$ cat src/rtl/div_operand_fifo.sv
// Show-ahead operand queue for the divide/modulo stage; head valid 1 cycle after enqueue, no bypass.
// in_ready depends only on registered occupancy; a pop while full frees the slot for the next cycle.
module div_operand_fifo #(
    parameter int DEPTH = 4
) (
    input  logic                     clk,
    input  logic                     rst,
    input  logic                     in_valid,
    output logic                     in_ready,
    input  logic [15:0]              in_numerator,
    input  logic [7:0]               in_denominator,
    input  logic [15:0]              in_dividend_mod,
    input  logic [7:0]               in_divisor_mod,
    output logic                     out_valid,
    input  logic                     out_ready,
    output logic [15:0]              numerator,
    output logic [7:0]               denominator,
    output logic [15:0]              dividend_mod,
    output logic [7:0]               divisor_mod,
    output logic                     div_by_zero,
    output logic                     mod_by_zero,
    output logic [$clog2(DEPTH):0]   count,
    output logic [7:0]               zero_err_cnt
);

    localparam int PW = $clog2(DEPTH);
    localparam int CW = PW + 1;
    localparam logic [CW-1:0] FULL_CNT = CW'(DEPTH);

    typedef struct packed {
        logic [15:0] numerator;
        logic [7:0]  denominator;
        logic [15:0] dividend_mod;
        logic [7:0]  divisor_mod;
        logic        div_by_zero;
        logic        mod_by_zero;
    } entry_t;

    entry_t          mem [DEPTH];
    entry_t          in_entry;
    entry_t          head;
    logic [PW-1:0]   wr_ptr;
    logic [PW-1:0]   rd_ptr;
    logic            push;
    logic            pop;
    logic            in_any_zero;

    assign in_ready  = (count != FULL_CNT);
    assign out_valid = (count != '0);
    assign push      = in_valid && in_ready;
    assign pop       = out_valid && out_ready;

    always_comb begin
        in_entry              = '0;
        in_entry.numerator    = in_numerator;
        in_entry.denominator  = in_denominator;
        in_entry.dividend_mod = in_dividend_mod;
        in_entry.divisor_mod  = in_divisor_mod;
        in_entry.div_by_zero  = (in_denominator == 8'd0);
        in_entry.mod_by_zero  = (in_divisor_mod == 8'd0);
    end

    assign in_any_zero = in_entry.div_by_zero || in_entry.mod_by_zero;

    // Storage is never reset; pointers and count gate its visibility.
    always_ff @(posedge clk) begin
        if (push && !rst) begin
            mem[wr_ptr] <= in_entry;
        end
    end

    always_ff @(posedge clk or posedge rst) begin
        if (rst) begin
            wr_ptr <= '0;
            rd_ptr <= '0;
        end else begin
            if (push) begin
                wr_ptr <= wr_ptr + 1'b1;
            end
            if (pop) begin
                rd_ptr <= rd_ptr + 1'b1;
            end
        end
    end

    always_ff @(posedge clk or posedge rst) begin
        if (rst) begin
            count <= '0;
        end else begin
            case ({push, pop})
                2'b10:   count <= count + 1'b1;
                2'b01:   count <= count - 1'b1;
                default: count <= count;
            endcase
        end
    end

    always_ff @(posedge clk or posedge rst) begin
        if (rst) begin
            zero_err_cnt <= '0;
        end else if (push && in_any_zero && (zero_err_cnt != 8'hFF)) begin
            zero_err_cnt <= zero_err_cnt + 8'd1;
        end
    end

    // Head outputs are forced to zero while empty so stale storage never leaks.
    always_comb begin
        head = '0;
        if (out_valid) begin
            head = mem[rd_ptr];
        end
    end

    assign numerator    = head.numerator;
    assign denominator  = head.denominator;
    assign dividend_mod = head.dividend_mod;
    assign divisor_mod  = head.divisor_mod;
    assign div_by_zero  = head.div_by_zero;
    assign mod_by_zero  = head.mod_by_zero;

    a_count_bound: assert property (@(posedge clk) disable iff (rst) count <= FULL_CNT);
    a_no_push_full: assert property (@(posedge clk) disable iff (rst) !(push && count == FULL_CNT));
    a_no_pop_empty: assert property (@(posedge clk) disable iff (rst) !(pop && count == '0));

endmodule

$ cat config.mk
export PLATFORM = sky130hd
export DESIGN_NAME = div_operand_fifo
export DESIGN_NICKNAME = d
export VERILOG_FILES = /design/src/rtl/div_operand_fifo.sv
export SDC_FILE = /design/constraint.sdc
export NUM_CORES = 1
export LEC_CHECK = 0
export CAP_MARGIN = 15
export CORE_AREA = 5 5 138 140
export DETAILED_ROUTE_END_ITERATION = 16
export DIE_AREA = 0 0 143 145
export GPL_TIMING_DRIVEN = 0
export PLACE_DENSITY = 0.74
export SYNTH_ARGS = -nofsm -noshare
export SYNTH_HDL_FRONTEND = slang
export SYNTH_SLANG_ARGS = --single-unit
$ cat constraint.sdc
create_clock -name clk -period 2.5 [get_ports clk]
set_input_delay 0.25 -clock clk [delete_from_list [all_inputs] [get_ports clk]]
set_output_delay 0.25 -clock clk [all_outputs]
set_load 0.02 [all_outputs]
==> results of run 1 <==
## metrics by stage
stage	setup slack (ns)	cells
detailed placement	-0.178	742
CTS	0.00641	780
global placement	-0.191	742
global route	0.00273	780
finish	0.0855	780
floorplan	0.379	399
## registers in the layout, summed over array words and instances, names as in the netlist
name,count
mem,200
rd_ptr,2
count,3
wr_ptr,2
zero_err_cnt,8
## critical path: stages (launching register included)
cell	delay, ns
dfrtp_2	0.38
buf_4	0.14
buf_12	0.15
mux4_2	0.50
and2_1	0.18
dlygate4sd2_1	0.32
## logic make-up (layout without fill, tap and decap cells)
group / Yosys count / count (layout) / synth area share
flops: 215 / 215 / 0.757
simple gates: 81 / 81 / 0.0626
mux: 54 / 54 / 0.139
buf+inv: 26 / 178 / 0.0132
xor+xnor: 10 / 10 / 0.0104
fa+ha+maj: 7 / 7 / 0.0113
compound gates: 6 / 6 / 0.00638
## path summary, 6_finish.rpt
kind	startpoint	end	slack, ns
worst max-delay path	rd_ptr[0]$_DFFE_PP0P_	div_by_zero	0.09
worst min-delay path	rst	rd_ptr[0]$_DFFE_PP0P_	0.20
worst max register to register	count[0]$_DFFE_PP0P_	count[2]$_DFFE_PP0P_	0.35
worst min register to register	count[2]$_DFFE_PP0P_	count[2]$_DFFE_PP0P_	0.51
max in group asynchronous	rst	rd_ptr[1]$_DFFE_PP0P_	1.89
min in group clk	in_numerator[12]	mem[3][46]$_DFFE_PP_	0.40
## Yosys cell counts
library cell / count / area (sq um)
nand2_1: 3 / 11.3
clkbuf_1: 12 / 45.0
or3b_4: 1 / 11.3
nand4_2: 1 / 12.5
mux2_2: 1 / 11.3
fa_1: 1 / 20.0
a41oi_1: 1 / 8.76
nand4b_1: 1 / 8.76
buf_6: 1 / 11.3
xnor2_1: 6 / 52.6
nor2_4: 1 / 11.3
dfrtp_1: 15 / 375
nor2_2: 1 / 6.26
and3_1: 4 / 25.0
mux4_2: 50 / 1130
a31oi_1: 1 / 6.26
nand3_1: 3 / 15.0
ha_1: 6 / 75.1
mux2i_1: 1 / 10.0
buf_1: 1 / 3.75
mux2_4: 1 / 15.0
a21boi_4: 1 / 18.8
o21ba_2: 1 / 10.0
nand2b_1: 1 / 6.26
buf_2: 5 / 25.0
inv_1: 7 / 26.3
or4_1: 1 / 7.51
xor2_1: 4 / 35.0
nor2_1: 2 / 7.51
a21oi_1: 2 / 10.0
edfxtp_1: 200 / 6010
mux2_1: 1 / 11.3
or3_1: 1 / 6.26
nor2b_1: 1 / 6.26
or4_4: 3 / 33.8
nand2_2: 1 / 6.26
and2_1: 55 / 344
and4_1: 1 / 8.76
## layer usage
metal  vias up  global-route usage  wire length (um)
met5         -                   0                 0
li1       1862                   -                 -
met3        21              0.0322               891
met1      2154               0.201              6280
met2       112               0.267              8280
met4         0              0.0337               255
## cell type report
| class | count | area (sq um) |
|---|---|---|
| multi-input combinational | 158 | 1950 |
| clock inverter | 11 | 72.6 |
| tap | 229 | 287 |
| inverter | 7 | 26.3 |
| clock buffer | 27 | 591 |
| buffer | 16 | 169 |
| fill | 1287 | 7110 |
| sequential | 215 | 6380 |
| timing repair buffer | 117 | 1130 |
## power breakdown
group          internal (mW)  switching [mW]
registers               4.38           0.148
clock network           1.77            1.23
logic                   2.13            2.26
## repair_timing
action                                  4_1_cts  5_1_grt
gates resized for setup                      79       15
endpoints found under the setup margin       51       30
setup buffers                                 3        0
endpoints found under the hold margin         0        0
==> metrics.md, run 1 <==
| Metric | Value |
|---|---|
| Status | `finished, final reports clean` |
| Gpl congestion | `between 0.7 and 0.8` |
| Seq cells post-synth | `approximately 220` |
| Drt first-iter violations | `195` |
| Worst hold path class | `input pin to asynchronous set/reset pin` |
| Hold buffers post-CTS | `0` |
| Period utilisation layout | `0.966` |
| Achievable Freq | `roughly 0.41 GHz` |
| Element type at the critical path end | `output port` |
| Clock buffer depth | `3` |
| Sequential cell area fraction in the yosys report | `0.757` |
| Setup violators final | `0` |
| CTS HTree Levels | `1` |
| MaxCap Viol Count | `0` |
| Clock skew | `0.0102 ns` |
| Net Count, Synth | `458` |
| Ys Warns | `0` |
| CTS tree | `done` |
| TritonRoute pass-1 iters | `4` |
| Die height | `145 um` |
| Antenna-violating nets left | `0` |
| Final Instance Area | `10600 sq um` |
| Startpoint types | `register` |
| Commonest cells after routing, fill and taps aside | `edfxtp_1, clkdlybuf4s50_1, and2_1` |
| Clock root cell | `clkbuf_16` |
| Relative slew slack | `0.474` |
| Maximum fanout along the worst path | `10` |
| Syn avg cell area | `21.1 sq um` |
| Layout cell share with drive strength beyond 1 | `0.211` |
| Initial antenna violation count | `0` |
| HPWL Detailed | `9500 um` |
| Leakage power | `between 3 and 4 nW` |
| Area Growth Syn to Fin | `25.8%` |
| WHS | `0.202 ns` |
| Hold Violations, Final | `0` |
| Peak supply drop | `0.698 mV` |
| Via Count | `roughly 4100` |
| Worst path arrival time | `roughly 2.2 ns` |
| Pwr/cell area | `1120 nW/um^2` |
| CP Class | `register to output port` |
| Power consumption | `about 12 mW` |
| DR WL/cell | `20.1 um` |
| Path depth of the worst reg2reg path | `8` |
| Post-synth cell types | `38` |
| Setup TNS | `0 ns` |
| Vias in the first global route | `around 4500` |
| RSZ-0062 raised after global routing | `no` |
| Global route overflow | `0` |
| Final Util | `0.599` |
| TritonCTS Buffers | `22` |
| # nets final | `596` |
| Slew Limit Fails | `0` |
| Area after DPL | `9870 sq um` |
| Routed vias/inst | `5.32` |
| Num rows | `49` |
| WL final | `15700 um` |
| CTS Sinks | `215` |
| Clock Latency Late Sink | `around 0.49 ns` |
| Antenna Cells | `0` |
| Post-Syn Area | `8430 sq um` |
| First-pass GRT wire length | `25100 um` |
| CP required | `2.25 ns` |
| # IOs | `roughly 120` |
| Die ar. | `20700 sq um` |
| CTS clock-pin slew for the worst setup and hold paths | `0.06 ns` |
| Slew @ Worst Pin | `0.789 ns` |
| Core area | `17700 sq um` |
| Largest net degree at the start of global routing | `51` |
| Port bufs | `114` |
| Most common cell after layout, fill and taps aside | `edfxtp_1` |
| Die W | `143 um` |
| Tot GR Track Use | `0.154` |
| DRC | `0` |
| Synth Instances | `399` |
| Initial Utilization | `0.476` |
| Post-layout min period | `2.41 ns` |
Power figures use the tool's default switching activity.
==> run 2: changes to the inputs <==
--- a/config.mk
+++ b/config.mk
@@ -6,11 +6,11 @@
 export NUM_CORES = 1
 export LEC_CHECK = 0
 export CAP_MARGIN = 15
-export CORE_AREA = 5 5 138 140
+export CORE_AREA = 5 5 131 133
 export DETAILED_ROUTE_END_ITERATION = 16
-export DIE_AREA = 0 0 143 145
-export GPL_TIMING_DRIVEN = 0
-export PLACE_DENSITY = 0.74
+export DIE_AREA = 0 0 136 138
+export GPL_ROUTABILITY_DRIVEN = 0
+export PLACE_DENSITY = 0.78
 export SYNTH_ARGS = -nofsm -noshare
 export SYNTH_HDL_FRONTEND = slang
 export SYNTH_SLANG_ARGS = --single-unit
==> constraint.sdc (replaced) <==
create_clock -name clk -period 2.8 [get_ports clk]
set_input_delay 0.28 -clock clk [delete_from_list [all_inputs] [get_ports clk]]
set_output_delay 0.28 -clock clk [all_outputs]
set_load 0.02 [all_outputs]
==> metrics.md, run 2 (synthesis results as in run 1) <==
| Metric | Value |
|---|---|
| Num rows | `46` |
| Peak supply drop | `0.690 mV` |
| Largest net degree at the start of global routing | `38` |
| Setup TNS | `0 ns` |
| Max reg flops | `200` |
| Initial Utilization | `0.537` |
| # nets final | `roughly 600` |
| Filler cell count | `996` |
| Slew @ Worst Pin | `0.584 ns` |
| CP Class | `register to output port` |
| Worst r2r src | `count[0]$_DFFE_PP0P_` |
| Sequential share of power | `0.364` |
| Global Route met1 Usage | `0.230` |
| Die ar. | `18800 sq um` |
| Sw Share | `0.292` |
| Grt met3 use | `0.0341` |
| RSZ-0062 raised after global routing | `yes` |
| Maximum fanout along the worst path | `13` |
| Busiest grt layer | `met2` |
| DRC | `0` |
| Commonest cells after routing, fill and taps aside | `edfxtp_1, clkdlybuf4s50_1, and2_1` |
| Finished Layout Cells | `770` |
| Origin of the worst setup path | `rd_ptr[0]$_DFFE_PP0P_` |
| Placed Cells incl. Taps | `725` |
| Clock skew | `~0.019 ns` |
| Relative slew slack | `0.610` |
| CP required | `2.52 ns` |
| Worst path arrival time | `2.44 ns` |
| Die W | `136 um` |
| Slowest stage delay, CP | `approximately 0.56 ns` |
| DR WL/cell | `20.5 um` |
| Final Instance Area | `between 10000 and 15000 sq um` |
| Tot GR Track Use | `0.171` |
| CTS HTree Levels | `1` |
| CTS tree | `done` |
| HPWL Detailed | `9790 um` |
| Slew Limit Fails | `0` |
| Area after DPL | `9930 sq um` |
| Antenna-violating nets left | `0` |
| Core area | `15700 sq um` |
| Grt met2 use | `0.288` |
| Most common cell after layout, fill and taps aside | `edfxtp_1` |
| Startpoint types | `register` |
| Worst hold path class | `input pin to asynchronous set/reset pin` |
| Global route overflow | `0` |
| Final Util | `0.685` |
| Critical-path cell list | `buf_12, mux4_2, and2_1, clkdlybuf4s50_1` |
| Layout cell share with drive strength beyond 1 | `0.211` |
| # IOs | `approximately 120` |
| Net switching power | `3.25 mW` |
| Vias in the first global route | `4540` |
| Hold Violations, Final | `0` |
| Clock root cell | `clkbuf_16` |
| Port bufs | `114` |
| Achievable Freq | `~0.37 GHz` |
| Setup violators final | `0` |
| TritonRoute pass-1 iters | `4` |
| Comb pwr share | `0.374` |
| Die height | `138 um` |
| WL final | `between 15000 and 20000 um` |
| Post-layout min period | `between 2 and 3 ns` |
| Clk pwr share | `0.262` |
| Period utilisation layout | `0.970` |
| Status | `finished, final reports clean` |
| Pint | `7.90 mW` |
| Leakage power | `approximately 3.8 nW` |
| Clock Latency Late Sink | `0.49 ns` |
| CP max stage cell | `clkdlybuf4s50_1` |
| MaxCap Viol Count | `0` |
| CTS clock-pin slew for the worst setup and hold paths | `0.06 ns` |
| Routed vias/inst | `5.40` |
| Drt first-iter violations | `170` |
| Largest regs | `mem (200), zero_err_cnt (8), count (3)` |
| WP buf/inv | `2` |
| Area Growth Syn to Fin | `27.7%` |
| Initial antenna violation count | `0` |
| Antenna Cells | `0` |
| Element type at the critical path end | `output port` |
| Via Count | `approximately 4200` |
| Reg with most FFs | `mem` |
| TritonCTS Buffers | `22` |
| Critical path's top delay family | `buffers and inverters` |
| Clock buffer depth | `3` |
| Pwr/cell area | `1040 nW/um^2` |
| CTS Sinks | `215` |
| First-pass GRT wire length | `25000 um` |
-- run 2: cell types whose count changed in the layout (fill, tap and decap cells not counted), sizes merged, moves of 5 or more --
cell and change:
dlymetal6s2s +19, dlygate4sd2 -43, clkdlybuf4s15 -6, clkdlybuf4s50 +30, clkinv -5, buf +10
-- run 2: worst reg2reg max path, cell delays in order, from the launching register on --
cell and delay [ns]:
dfrtp_1 0.43, or3_4 0.52, and2_1 0.23, ha_1 0.21
inv_1 0.07, fa_1 0.17, xor2_1 0.17, nor2_1 0.07
xor2_1 0.14
-- run 2: power groups by stage --
stage	logic, mW	clock network, mW	registers [mW]
after floorplan	2.45	0	4.09
after global placement	4.15	0	4.13
after detailed placement	4.19	0	4.16
after CTS	4.29	2.99	4.06
after global routing	4.47	3.14	4.09
final	4.16	2.92	4.06
-- run 2: path summary, 6_finish.rpt --
path | end | slack [ns] | cells after the start
setup / recovery | div_by_zero | 0.08 | 4
max in group asynchronous | rd_ptr[0]$_DFFE_PP0P_ | 2.16 | 2
hold reg to reg | zero_err_cnt[4]$_DFFE_PP0P_ | 0.53 | 1
min in group clk | mem[2][17]$_DFFE_PP_ | 0.42 | 1
hold / removal | wr_ptr[0]$_DFFE_PP0P_ | 0.19 | 2
setup reg to reg | count[2]$_DFFE_PP0P_ | 0.66 | 8
-- run 2: timing repair --
action                     4_1_cts  5_1_grt
buffers inserted                 4        1
cloned                           0        0
resized for setup                1       22
hold buffers                     0        0
setup endpoints to repair       50       30
-- run 2: per-stage QoR --
stage          hold slack [ns]  total power [mW]  setup WS, ns
6_report                 0.188              11.1        0.0836
4_1_cts                  0.185              11.3       0.00307
3_5_place_dp             0.510              8.34         0.264
5_1_grt                  0.243              11.7      -0.00632
2_1_floorplan            0.181              6.54         0.158
3_3_place_gp             0.499              8.28         0.354
-- run 2: area by class of cell --
type	count	area [sq um]	share of cell area
sequential	215	6390	0.593
tap	216	270	0.0251
multi-input combinational	158	1950	0.181
clock buffer	32	629	0.0585
inverter	7	26.3	0.00244
timing repair buffer	134	1400	0.130
clock inverter	8	109	0.0101
-- run 2: routing by layer --
| layer | vias to the layer above | share of wire | wire (um) |
|---|---|---|---|
| met5 | - | 0 | 0 |
| met4 | 0 | 0.018 | 276 |
| met3 | 25 | 0.057 | 895 |
| met2 | 125 | 0.52 | 8150 |
| met1 | 2139 | 0.41 | 6430 |
| li1 | 1871 | - | - |
